### src/rtl/glip_upscale.sv
// Narrow-to-wide collector: pairs two IN_SIZE-bit words into one 2*IN_SIZE-bit word.
// Define GLIP_UPSCALE_FLUSH_EN to add the flush input and the out_partial output.
module glip_upscale #(
   parameter int IN_SIZE = 16
) (
   input  logic                 clk,
   input  logic                 rst,
   input  logic [IN_SIZE-1:0]   in_data,
   input  logic                 in_valid,
   output logic                 in_ready,
   output logic [2*IN_SIZE-1:0] out_data,
   output logic                 out_valid,
`ifdef GLIP_UPSCALE_FLUSH_EN
   input  logic                 flush,
   output logic                 out_partial,
`endif
   input  logic                 out_ready
);

   typedef enum logic {WAIT_LOW, HAVE_LOW} state_t;

   state_t               state_q, state_d;
   logic [IN_SIZE-1:0]   lowHalf_q, lowHalf_d;
   logic [2*IN_SIZE-1:0] outData_q, outData_d;
   logic                 outValid_q, outValid_d;
   logic                 outPartial_q, outPartial_d;
   logic                 outFree;
   logic                 inXfer;
   logic                 flushReq;

`ifdef GLIP_UPSCALE_FLUSH_EN
   assign flushReq = flush;
`else
   assign flushReq = 1'b0;
`endif

   // The output register can take a new word when it is empty or draining now.
   assign outFree  = !outValid_q || out_ready;
   assign in_ready = (state_q == WAIT_LOW) ? 1'b1 : outFree;
   assign inXfer   = in_valid && in_ready;

   always_comb begin
      state_d      = state_q;
      lowHalf_d    = lowHalf_q;
      outData_d    = outData_q;
      outValid_d   = outValid_q && !out_ready;
      outPartial_d = outPartial_q;
      case (state_q)
         WAIT_LOW: begin
            if (inXfer) begin
               lowHalf_d = in_data;
               state_d   = HAVE_LOW;
            end
         end
         HAVE_LOW: begin
            // An upper-half transfer always wins over a simultaneous flush.
            if (inXfer) begin
               outData_d    = {in_data, lowHalf_q};
               outValid_d   = 1'b1;
               outPartial_d = 1'b0;
               state_d      = WAIT_LOW;
            end else if (flushReq && outFree) begin
               outData_d    = {{IN_SIZE{1'b0}}, lowHalf_q};
               outValid_d   = 1'b1;
               outPartial_d = 1'b1;
               state_d      = WAIT_LOW;
            end
         end
         default: state_d = WAIT_LOW;
      endcase
   end

   // Control state is reset; the data registers are not.
   always_ff @(posedge clk) begin
      if (rst) begin
         state_q      <= WAIT_LOW;
         outValid_q   <= 1'b0;
         outPartial_q <= 1'b0;
      end else begin
         state_q      <= state_d;
         outValid_q   <= outValid_d;
         outPartial_q <= outPartial_d;
      end
      lowHalf_q <= lowHalf_d;
      outData_q <= outData_d;
   end

   assign out_data  = outData_q;
   assign out_valid = outValid_q;
`ifdef GLIP_UPSCALE_FLUSH_EN
   assign out_partial = outPartial_q;
`endif

endmodule

### config.mk
export PLATFORM = sky130hd
export DESIGN_NAME = glip_upscale
export DESIGN_NICKNAME = d
export VERILOG_FILES = /design/src/rtl/glip_upscale.sv
export SDC_FILE = /design/constraint.sdc
export NUM_CORES = 1
export LEC_CHECK = 0
export ABC_AREA = 1
export BUFFER_PORTS_ARGS = -buffer_cell sky130_fd_sc_hd__buf_4
export CELL_PAD_IN_SITES_DETAIL_PLACEMENT = 0
export CELL_PAD_IN_SITES_GLOBAL_PLACEMENT = 1
export CORE_MARGIN = 4
export CORE_UTILIZATION = 43
export CTS_CLUSTER_DIAMETER = 150
export CTS_CLUSTER_SIZE = 10
export DETAILED_ROUTE_END_ITERATION = 10
export GPL_TIMING_DRIVEN = 0
export PLACE_DENSITY = 0.84
export SKIP_LAST_GASP = 1
export SYNTH_ARGS = -nofsm -noshare
export SYNTH_HDL_FRONTEND = slang
export SYNTH_SLANG_ARGS = --single-unit
### constraint.sdc
create_clock -name clk -period 4.3 [get_ports clk]
set_clock_uncertainty 0.1 [all_clocks]
set_input_delay 0.215 -clock clk [delete_from_list [all_inputs] [get_ports clk]]
set_output_delay 0.215 -clock clk [all_outputs]
set_load 0.005 [all_outputs]
======== Yosys cells after proc, flatten, opt, wreduce, memory -nomap -nowiden ========
Index checks and enable logic that the tools add are counted.
operators by class
  multiplexer cells ....................... 6
  bitwise logic cells ..................... 1
  reductions and logical operators ........ 7
operators with widths
  cell               count
  $mux 1             5
  $reduce_and 2->1   2
  $logic_and 1x1->1  2
  $logic_not 1->1    2
  $pmux 1 s2         1
  $logic_or 1x1->1   1
  $not 1->1          1
storage, ports and cells
  register bits ........................... 50
  output and inout bits ................... 34

======== Logic depth before layout (Yosys ltp) ========
  word-level depth ........................ 6
  mapped depth ............................ 7

======== Worst setup path after synthesis ========
No wires, ideal clock.
  path kind ............................... reg2reg
  start ................................... register state_q
  end ..................................... register outData_q[0] (netlist: out_data[0]) (enable)
  setup time .............................. 0.392 ns
  arrival time ............................ 1.354 ns
  data required time ...................... 3.808 ns
  path slack .............................. 2.454 ns
  cell stages (with the launch flop) ...... 5
  cell sequence ........................... dfxtp_1 nand3_1 nand2_1 inv_1 ha_1
between the ends
  cells in the longest elaborated chain, start to end .. 3
ends and longest elaborated chain
  item                        RTL line  text
  from (decl)                 22        state_t state_q, state_d;
  from (signal assigned)      80        state_q <= state_d;
  $mux 1                      39        assign in_ready = (state_q == WAIT_LOW) ? 1'b1 : outFree;
  via in_ready                10        output logic in_ready,
  $logic_and 1x1->1           40        assign inXfer = in_valid && in_ready;
  $reduce_and 2->1 (no line)  --
  to (signal assigned)        85        outData_q <= outData_d;
  to (decl)                   24        logic [2*IN_SIZE-1:0] outData_q, outData_d;
The timed path passes the listed nets, and every way through them passes these cells.
A chain may end at the register's enable or synchronous reset.

======== Worst setup path after layout ========
  start ................................... register state_q
  end ..................................... register lowHalf_q[2] (enable)
between the ends
  cells in the longest elaborated chain, start to end .. 3
  elaborated cells on any way between the ends .. 4
  those cells by class .................... mux: 1; bitwise: 1; reduce/logical: 2
ends and longest elaborated chain
  item                          RTL line  text
  $mux 1                        39
  $logic_and 1x1->1             40
  $reduce_and 2->1 (no line) *  --
  to (signal assigned)          84        lowHalf_q <= lowHalf_d;
  to (decl)                     23        logic [IN_SIZE-1:0] lowHalf_q, lowHalf_d;
Mark *: on every way between the ends. The rest lies on a longest branch, timed or not.

==> results.py <==
metrics = {
    "sta": {
        "timing.final.crit_share": 0.416,
        "period_needed_ns": 1.79,
        "report.final.hold_viol_count": 0,
        "slew_headroom": 0.162,
        "timing.fmax_mhz": 559,
        "postLayoutSetupSlackWorst_ns": 2.51,
        "tightestPinTransition_ns": 1.25,
        "finalSetupTns_ns": 0,
        "rsz0062_at_grt": "no",
        "final.hold.worst_slack_ns": 0.230,
        "slew_limit_fails": 0,
        "setup_violations": 0,
    },
    "drt": {
        "post-route-drc-count": 0,
        "detail_route.wl_per_cell_um": 14.0,
        "detail-route-antenna-nets": 0,
        "post_drt_via_cell_ratio": 4.27,
        "vias": 799,
        "detailedRoute.firstPassIterationCount": 4,
        "routed_wl_um": 2620,
        "initialDrtViolationCount": 56,
    },
    "floorplan": {
        "initial_core_util": 0.454,
        "die-height_um": 67.8,
        "core_area_um2": 3390,
        "die-area_um2": 4600,
        "total_number_of_placement_rows": 21,
        "ioPinCount": 54,
        "floorplan.die.width_um": 67.8,
    },
    "grt": {
        "m2_gr_usage": 0.202,
        "grt_util_met1": 0.138,
        "grt_max_degree": 33,
        "grt_busiest_layer": "met2",
        "met3_usage": 0.0516,
        "grt_antenna_before_repair": 0,
        "grt_first_pass_wirelength_um": 3860,
        "first_global_vias": 792,
        "grt_usage": 0.125,
        "gr-total-overflow": 0,
    },
    "pwr": {
        "max-vdd-ir-drop_mv": 0.249,
        "power_leakage_nw": 0.881,
        "power_density_over_the_cells_nw_per_um2": 401,
    },
    "logic_synthesis": {
        "synth_area_per_cell_um2": 24.8,
        "synth_cells": 62,
        "mappedNetlistArea_um2": 1540,
        "seq_area_frac_synth": 0.963,
        "ys_seq_elements": 50,
        "synth-warning-count": 0,
        "syn-num-nets": 83,
        "synth.top_cells.by_area": "sky130_fd_sc_hd__edfxtp_1, sky130_fd_sc_hd__dfxtp_1, sky130_fd_sc_hd__inv_1, sky130_fd_sc_hd__ha_1, sky130_fd_sc_hd__nand2_1",
        "synth_largest_area_cell": "sky130_fd_sc_hd__edfxtp_1",
        "yosysUniqueCellTypes": 8,
        "synthDominantCellAreaShare": 0.937,
    },
    "cells_and_area": {
        "layout.cells.most_common_list": "sky130_fd_sc_hd__buf_4, sky130_fd_sc_hd__edfxtp_1, sky130_fd_sc_hd__dlygate4sd3_1",
        "filler_cell_count": 234,
        "layout-drive-gt1-share": 0.440,
        "antenna-diode-count": 0,
        "layout_commonest_cell": "sky130_fd_sc_hd__buf_4",
        "final_core_util": 0.666,
        "finish.net_count": 161,
        "finalNonFillerCells": 187,
        "synthToLayoutAreaGrowth_pct": 46.8,
    },
    "critical_path": {
        "cp.buffers_inverters": 0,
        "cp-end-kind": "register",
        "critical_path.cell_chain": "nor2_1",
        "required_ns": 4.18,
        "startpoint_type": "register",
        "slowest_stage": "sky130_fd_sc_hd__nor2_1",
        "crit_path_max_fanout": 16,
        "critical-path-top-delay-family": "simple AND/OR/NAND/NOR gates",
        "largest_stage_delay_on_the_critical_path_ns": 0.95,
        "worst-endpoint-arrival_ns": 1.67,
        "timing.setup.critical_path_class": "reg -> reg",
    },
    "place": {
        "preCtsSetupSlack_ns": 2.12,
        "dpl.hpwl_um": 1790,
        "io_buffers": 53,
        "numPlacedInstances": 161,
        "gpl.final_weighted_congestion": 0.649,
    },
    "clocking": {
        "clock_path_buffers": 2,
        "post_cts_resized": 0,
        "cts_tree": "built",
        "cts.root.buffer_cell": "sky130_fd_sc_hd__clkbuf_4",
        "htree_levels": 2,
        "clk_pin_slew_ns": 0.13,
        "cts-buffers-inserted": 5,
        "clock_sink_count": 50,
        "clk_latency_ns": 0.35,
    },
    "status": {
        "run_status": "finished, final reports clean",
    },
    "worst_hold_path": {
        "hold_path_class": "in -> reg",
    },
    "run": {
        "timing.max_cap.violations": 0,
    },
}
path summary, 6_finish.rpt:
check	cells past startpoint	start	slack, ns	endpoint
worst min register to register	0	lowHalf_q[9]	0.34	out_data[9]
worst max-delay path	1	state_q	2.51	lowHalf_q[2]
worst min-delay path	6	in_valid	0.23	state_q
worst max register to register	1	state_q	2.51	lowHalf_q[2]
flip-flops by register name, summed over array words and instances, names as in the netlist:
name and flops:
out_valid 1, lowHalf_q 16, state_q 1, out_data 32
Yosys cell counts:
master,count
sky130_fd_sc_hd__a21oi_1,1
sky130_fd_sc_hd__nor2_1,2
sky130_fd_sc_hd__nand2_1,3
sky130_fd_sc_hd__inv_1,4
sky130_fd_sc_hd__edfxtp_1,48
sky130_fd_sc_hd__dfxtp_1,2
sky130_fd_sc_hd__ha_1,1
sky130_fd_sc_hd__nand3_1,1
per-stage QoR:
step	total power, mW	area, um2
after global routing	0.948	2260
final	0.905	2260
after CTS	0.915	2250
after global placement	0.636	1990
after detailed placement	0.640	1990
after floorplan	0.598	1540
metal layers:
metal  part of all wire  vias up
li1                   -      394
met1               0.39      359
met2               0.49       40
met3               0.10        6
met4              0.023        0
met5                  0        -
power by group:
group          total [mW]  internal (mW)  leakage, nW  switching, mW
Combinational      0.0668         0.0388        0.371         0.0281
Clock               0.265          0.124       0.0456          0.141
Sequential          0.573          0.566        0.464        0.00742
worst min-delay path, stage by stage:
cell and delay (ns):
sky130_fd_sc_hd__buf_4 0.09, sky130_fd_sc_hd__nand2_1 0.05, sky130_fd_sc_hd__inv_1 0.06, sky130_fd_sc_hd__ha_2 0.13, sky130_fd_sc_hd__inv_1 0.03, sky130_fd_sc_hd__nor2_1 0.08
final cells by class:
| type | count | area [um2] | area share |
|---|---|---|---|
| Sequential cell | 50 | 1480 | 0.656 |
| Timing Repair Buffer | 71 | 578 | 0.256 |
| Tap cell | 46 | 57.6 | 0.0255 |
| Multi-Input combinational cell | 8 | 43.8 | 0.0194 |
| Clock inverter | 3 | 43.8 | 0.0194 |
| Clock buffer | 5 | 37.5 | 0.0166 |
| Inverter | 4 | 15.0 | 0.00665 |
cells by family after synthesis:
kind of cell	Yosys count	share of synthesized area
fa+ha+maj	1	0.00814
buf+inv	4	0.00976
simple gates	6	0.0155
flops	50	0.963
compound gates	1	0.00325
what timing repair did:
action                                 CTS  global route
hold buffers                            18             0
endpoints found under the hold margin   34             0
buffers inserted                         0             0
No activity file was read; power rests on OpenSTA's default activity.
